$ cat src/rtl/codificador_instrucao.sv
`default_nettype none
// ============================================================================
// Module   : codificador_instrucao
// Purpose  : Registered RV64I instruction encoder. Takes decoded fields, a
//            64-bit signed immediate and a format selector, checks that the
//            immediate fits the format, and packs a 32-bit instruction word.
//            Results go into a 2-entry FIFO with a valid/ready handshake.
//            A saturating counter tracks accepted requests that errored.
// Ports    : clk, reset (async, active-high)
//            in_valid / in_ready          - request handshake
//            select_imm, opcode, rd, rs1, rs2, funct3, funct7, imm
//                                         - decoded request fields
//            out_valid / out_ready        - result handshake
//            out_instr, out_erro          - head FIFO entry (0 when empty)
//            n_erros                      - saturating error count
// Revision : 1.0 - initial release
// ============================================================================
module codificador_instrucao (
    input  logic        clk,
    input  logic        reset,
    input  logic        in_valid,
    output logic        in_ready,
    input  logic [3:0]  select_imm,
    input  logic [6:0]  opcode,
    input  logic [4:0]  rd,
    input  logic [4:0]  rs1,
    input  logic [4:0]  rs2,
    input  logic [2:0]  funct3,
    input  logic [6:0]  funct7,
    input  logic [63:0] imm,
    output logic        out_valid,
    input  logic        out_ready,
    output logic [31:0] out_instr,
    output logic        out_erro,
    output logic [7:0]  n_erros
);

    localparam logic [3:0] c_FMT_R  = 4'b0000;
    localparam logic [3:0] c_FMT_I  = 4'b0001;
    localparam logic [3:0] c_FMT_S  = 4'b0010;
    localparam logic [3:0] c_FMT_SB = 4'b0011;
    localparam logic [3:0] c_FMT_U  = 4'b0100;
    localparam logic [3:0] c_FMT_UJ = 4'b0101;

    localparam logic [1:0] c_DEPTH  = 2'd2;
    localparam logic [7:0] c_ERR_MAX = 8'hFF;

    // ------------------------------------------------------------------
    // Encoder and range check
    // ------------------------------------------------------------------
    logic signed [63:0] w_imm_s;
    logic [31:0]        w_enc;
    logic               w_erro;
    logic [31:0]        w_entry_instr;

    assign w_imm_s = imm;

    always_comb begin
        w_enc  = '0;
        w_erro = 1'b0;
        case (select_imm)
            c_FMT_R: begin
                w_enc = {funct7, rs2, rs1, funct3, rd, opcode};
            end
            c_FMT_I: begin
                w_enc  = {imm[11:0], rs1, funct3, rd, opcode};
                w_erro = (w_imm_s < -64'sd2048) || (w_imm_s > 64'sd2047);
            end
            c_FMT_S: begin
                w_enc  = {imm[11:5], rs2, rs1, funct3, imm[4:0], opcode};
                w_erro = (w_imm_s < -64'sd2048) || (w_imm_s > 64'sd2047);
            end
            c_FMT_SB: begin
                w_enc  = {imm[12], imm[10:5], rs2, rs1, funct3, imm[4:1],
                          imm[11], opcode};
                w_erro = (w_imm_s < -64'sd4096) || (w_imm_s > 64'sd4094) ||
                         imm[0];
            end
            c_FMT_U: begin
                w_enc  = {imm[31:12], rd, opcode};
                // Upper bits must be a pure sign extension of bit 31.
                w_erro = (imm[11:0] != 12'h000) ||
                         !((imm[63:31] == '0) || (imm[63:31] == '1));
            end
            c_FMT_UJ: begin
                w_enc  = {imm[20], imm[10:1], imm[11], imm[19:12], rd, opcode};
                w_erro = (w_imm_s < -64'sd1048576) ||
                         (w_imm_s > 64'sd1048574) || imm[0];
            end
            default: begin
                w_erro = 1'b1;
            end
        endcase
    end

    // Errored entries are stored with a zero instruction word.
    assign w_entry_instr = w_erro ? 32'h0 : w_enc;

    // ------------------------------------------------------------------
    // 2-entry FIFO
    // ------------------------------------------------------------------
    logic [31:0] r_mem_instr [0:1];
    logic        r_mem_erro  [0:1];
    logic        r_wr_ptr;
    logic        r_rd_ptr;
    logic [1:0]  r_count;
    logic [7:0]  r_n_erros;
    logic        w_push;
    logic        w_pop;

    // in_ready is derived from stored state only, so a full FIFO never
    // accepts in the same cycle it is being drained.
    assign in_ready  = (r_count != c_DEPTH);
    assign out_valid = (r_count != 2'd0);
    assign w_push    = in_valid && in_ready;
    assign w_pop     = out_valid && out_ready;

    assign out_instr = out_valid ? r_mem_instr[r_rd_ptr] : 32'h0;
    assign out_erro  = out_valid ? r_mem_erro[r_rd_ptr]  : 1'b0;
    assign n_erros   = r_n_erros;

    always_ff @(posedge clk or posedge reset) begin
        if (reset) begin
            r_count        <= 2'd0;
            r_wr_ptr       <= 1'b0;
            r_rd_ptr       <= 1'b0;
            r_n_erros      <= 8'd0;
            r_mem_instr[0] <= 32'h0;
            r_mem_instr[1] <= 32'h0;
            r_mem_erro[0]  <= 1'b0;
            r_mem_erro[1]  <= 1'b0;
        end else begin
            if (w_push) begin
                r_mem_instr[r_wr_ptr] <= w_entry_instr;
                r_mem_erro[r_wr_ptr]  <= w_erro;
                r_wr_ptr              <= ~r_wr_ptr;
                if (w_erro && (r_n_erros != c_ERR_MAX)) begin
                    r_n_erros <= r_n_erros + 8'd1;
                end
            end
            if (w_pop) begin
                r_rd_ptr <= ~r_rd_ptr;
            end
            case ({w_push, w_pop})
                2'b10:   r_count <= r_count + 2'd1;
                2'b01:   r_count <= r_count - 2'd1;
                default: r_count <= r_count;
            endcase
        end
    end

endmodule
`default_nettype wire

$ cat config.mk
export PLATFORM = sky130hd
export DESIGN_NAME = codificador_instrucao
export DESIGN_NICKNAME = d
export VERILOG_FILES = /design/src/rtl/codificador_instrucao.sv
export SDC_FILE = /design/constraint.sdc
export NUM_CORES = 1
export LEC_CHECK = 0
export CAP_MARGIN = 25
export CORE_MARGIN = 2
export CORE_UTILIZATION = 42
export DETAILED_ROUTE_END_ITERATION = 7
export PLACE_DENSITY = 0.87
export SLEW_MARGIN = 20
export SYNTH_ARGS = -nofsm -noshare
export SYNTH_HDL_FRONTEND = slang
export SYNTH_SLANG_ARGS = --single-unit
$ cat constraint.sdc
create_clock -name clk -period 2.5 [get_ports clk]
set_clock_uncertainty 0.2 [all_clocks]
set_input_delay 0.25 -clock clk [delete_from_list [all_inputs] [get_ports clk]]
set_output_delay 0.25 -clock clk [all_outputs]
set_load 0.1 [all_outputs]
---- Word level (Yosys, flattened, before mapping) ----
Index checks and enable logic that the tools add are counted.
Widths: inputs -> output; s select.
word-level totals
  flip-flop bits (word level) ............. 78
operators by class
  add/subtract/negate cells ............... 3
  order comparisons ....................... 9
  equal/unequal tests ..................... 10
  mux-type cells .......................... 18
  bitwise operators ....................... 4
  reductions and logical operators ........ 19
operator list
  cell                  number
  $mux 32               6
  $pmux 32 s6           1
  $bwmux 64             1
  $gt 64x12->1 const B  1
  $gt 64x13->1 const B  1
  $gt 64x21->1 const B  1
  $lt 64x12->1 const B  1
  $lt 64x13->1 const B  1
  $lt 64x21->1 const B  1
  $eq 33x33->1 const B  1
  $logic_not 33->1      1
  $demux 32 s1          1
  $reduce_bool 12->1    1
  $add 8x1->8 const B   1
  $eq 4x2->1 const B    2
  $eq 4x3->1 const B    2
  $ne 8x8->1 const B    1
  $logic_or 1x1->1      7
  $mux 1                5
  $pmux 1 s5            1
  $eq 4x1->1 const B    1
  $ge 2x2->1 const B    2
  $logic_and 1x1->1     4
  $logic_not 4->1       1
  15 further kinds      18

---- Longest topological paths before layout ----
  depth after elaboration ................. 7
  depth in mapped cells ................... 9

---- Worst setup path before layout ----
Ideal clock, no wire load.
  path type ............................... register to output
  start point ............................. register r_rd_ptr
  end point ............................... output out_instr[10]
  arrival time ............................ 2463 ps
  slack ................................... -413 ps
  cell stages (with the launch flop) ...... 5
  path buffers ............................ 2
  path through ............................ dfrtp_1 clkbuf_1 clkbuf_1 mux2i_1 nor2_1
on the way
  longest elaborated chain between the ends .. 5
ends and longest elaborated chain
  element                                      line  RTL
  start, declared                              105   logic r_rd_ptr;
  start signal, assigned                       142   r_rd_ptr <= ~r_rd_ptr;
  $not 1->2 (implied by the code)              118   assign out_instr = out_valid ? r_mem_instr[r_rd_ptr] : 32'h0;
  $mux 32 (implied by the code) (3 in series)  118
  $mux 32                                      118
  end, declared                                33    output logic [31:0] out_instr,
Every way passes these cells. The select of a mux whose other input is x is not followed.

---- Worst setup path after layout ----
  start point ............................. input imm[15]
  end point ............................... register r_mem_instr[8] in the netlist's numbering
on the way
  longest elaborated chain between the ends .. 6
  elaborated cells on any way between the ends .. 14
  classes of those cells .................. order compare (6); mux (3); reduce/logical (5)
ends and longest elaborated chain
  element                               line    RTL
  start, declared                       30      input logic [63:0] imm,
  $lt 64x21->1 (tied with other cells)  87      w_erro = (w_imm_s < -64'sd1048576) ||
  $logic_or 1x1->1 (on tied branches)   87, 76
  $logic_or 1x1->1 (on tied branches)   88, 76
  $pmux 1 s5 (*)                        61      case (select_imm)
  $mux 32 (*)                           97      assign w_entry_instr = w_erro ? 32'h0 : w_enc;
  $bwmux 64 (*)                         134     r_mem_instr[r_wr_ptr] <= w_entry_instr;
  end signal, assigned by index         134
  end, declared                         102     logic [31:0] r_mem_instr [0:1];
Mark *: on every way between the ends. The rest lies on a longest branch, timed or not.
A chain may end at the register's enable or synchronous reset.

==> impl_metrics.ini <==
[synth]
ys_ff_latch = 78
synth.cell_area_mm2 = 0.00440
synthCells = 449
synth_top_flop_cell = dfrtp_1
synth_top_cell_area_share = 0.444
synthTopCellsByArea = dfrtp_1 (44%), a22o_1 (13%), mux2i_1 (7.5%), nor2_1 (4.9%), nor4_1 (2.8%)
yosysWarnings = 0
synth.most_common_cell = dfrtp_1
synthArstFlopShare = 1.00
synth_common_cells = dfrtp_1 (78), a22o_1 (64), nor2_1 (57), mux2i_1 (33), nand2_1 (23)
synth_cell_types = 40
avgSynthCellArea_um2 = 9.80
synth.largest_area_cell = dfrtp_1
synth-seq-area-share = 0.444
synth_nets = 555
synth_edf_count = 0

[clock_tree]
insertion_delay_ps = 340
cts_hold_buf = 0
cts_buffer_depth = 2
h-tree-depth = 3
cts_tree = yes
clock_sinks = 78
cts-root-buf = clkbuf_8
cts-buffers-inserted = 9
path_clk_slew_ps = 80

[setup_path]
required_ps = 2580
worstPathArrival_ps = 2540
worstReg2RegStart = r_count[0]
path_max_fanout = 8
reg2reg_depth = 7
rrSetupSlack_ps = 250
rr_endpoint = r_mem_instr[41]
path_class = input pin to flip-flop
worst_setup_path_end_kind = flip-flop
cp-start-kind = input pin

[global_routing]
grt_pass1_vias = 4843
met3_usage = 0.0460
grtUsageMet2 = 0.461
grt_max_degree = 79
grt_usage = 0.269
grt_pass1_wl_mm = 24.0
busiest_layer = met2
antenna_found_initial = 0
grt_util_met1 = 0.327
grt_overflow = 0

[die]
core_mm2 = 0.0102
dieArea_mm2 = 0.0113
die_w_um = 106
initial_core_util = 0.430
die_y_um = 106
num_rows = 37
ios = 147

[placement]
place.gp.congestion = 0.994
place_inst = 760
post-place-ws_ps = -483
dpl.hpwl_mm = 11.2
place_area_mm2 = 0.00675
port_buffers = 146

[finish]
multiInputGateArea_mm2 = 0.00252
antenna_cells = 0
synthToLayoutAreaGrowth_pct = 68.4
final_area_mm2 = 0.00741
instances_no_fill = 785
ff_latch_area_mm2 = 0.00195
final_nets = 751
nFillCells = 689
drive_above_1_share = 0.294

[status]
status = finished, final reports clean

[detailed_routing]
viasPerCell = 6.01
wl_per_cell_um = 20.6
wirelength_mm = 16.2
drt_iter0_drc = 301
drt_pass1_iterations = 5
ant_nets = 0
drc = 0
vias = 4720

[timing]
whs_ps = 122
final-max-slew-violation-count = 0
fmax_mhz = 406
post-route-period-util = 0.986
period_needed_ps = 2460
finalSetupViolCount = 0
max_slew.worst_pin.slew_ps = 539
finalHoldViolations = 0
setup_slack_ps = 36.2
slew_headroom = 0.639

[pwr]
vdd_ir_drop_max_mv = 0.837
p_leak_uw = 0.00351
total_power_uw = 6820
powerDensity_mw_per_mm2 = 920

[min_path]
hp-class = input pin to asynchronous set/reset pin

[flow_run]
drv_cap = 0
-- logic make-up after synthesis --
kind of cell / share of synthesized area
AO/OA/AOI/OAI: 0.201
XOR/XNOR: 0.0219
adder cells (fa/ha/maj): 0.00569
buffers and inverters: 0.0412
flip-flops: 0.444
multiplexers: 0.0828
AND/OR/NAND/NOR: 0.204
-- layout make-up --
type,instances,share of cell area
repair buffers,214,0.340
clock buffers,9,0.0167
inverters,7,0.00355
flip-flops and latches,78,0.264
clock inverters,6,0.0118
multi-input cells,335,0.341
well taps,136,0.0230
-- worst max path at each step --
stage / start / to / slack, ps / depth (start not counted)
finish: imm[15] / r_mem_instr[8] / 40 / 10
global route: imm[15] / r_mem_instr[9] / -60 / 10
CTS: imm[45] / r_mem_instr[44] / 0.1 / 10
detailed placement: imm[40] / r_mem_instr[26] / -480 / 9
global placement: imm[49] / n_erros[1] / -400 / 8
floorplan: r_count[0] / out_instr[1] / -40 / 3
-- power by group --
| group | internal [uW] | switching, uW |
|---|---|---|
| logic | 1420 | 2490 |
| registers | 1570 | 311 |
| clock network | 555 | 469 |
-- per-stage QoR --
stage          TNS [ps]  utilization
2_1_floorplan     -36.7            -
3_3_place_gp     -28130        0.660
3_5_place_dp     -32850        0.660
4_1_cts               0        0.696
5_1_grt           -1990        0.724
6_report              0        0.724
-- worst max-delay path, cell delays in order --
cell	delay (ps)
clkdlybuf4s50_1	450
nor4_2	310
nand2_1	170
nor4_4	280
o31a_1	260
o32ai_4	150
nor3_4	250
buf_6	150
clkbuf_16	150
a22o_1	120
-- layout by cell type, fill, tap and decap left out, drive strengths merged, types with 4 or more instances in the layout --
cell type | netlist | final
a21oi | 22 | 22
a22o | 64 | 64
a22oi | 6 | 6
and4 | 5 | 5
buf | 7 | 108
clkbuf | 22 | 12
clkdlybuf4s50 | 0 | 57
dfrtp | 78 | 78
dlygate4sd2 | 0 | 7
dlymetal6s2s | 0 | 39
inv | 7 | 7
mux2i | 33 | 33
nand2 | 23 | 23
nand3 | 6 | 6
nand4 | 19 | 19
nor2 | 57 | 57
nor2b | 19 | 19
nor3 | 7 | 7
nor3b | 4 | 4
nor4 | 20 | 20
o21ai | 13 | 13
xnor2 | 9 | 9
-- per-layer routing --
| metal | up-vias | wire [um] | part of all wire |
|---|---|---|---|
| met4 | 0 | 699 | 0.043 |
| met3 | 61 | 1230 | 0.076 |
| met5 | - | 0 | 0 |
| li1 | 2078 | - | - |
| met2 | 287 | 8080 | 0.50 |
| met1 | 2294 | 6170 | 0.38 |
-- repair_timing --
item / in CTS / in global routing
gates resized for setup: 22 / 61
cloned: 2 / 3
pin swaps: 10 / 27
buffers inserted: 5 / 2
endpoints found under the setup margin: 73 / 74
-- flip-flops by register name, summed over array words and instances, names as in the netlist --
register / count
r_wr_ptr: 1
n_erros: 8
r_mem_instr: 64
r_rd_ptr: 1
r_count: 2
r_mem_erro: 2
Note: power is estimated with default switching activity, not from simulation.
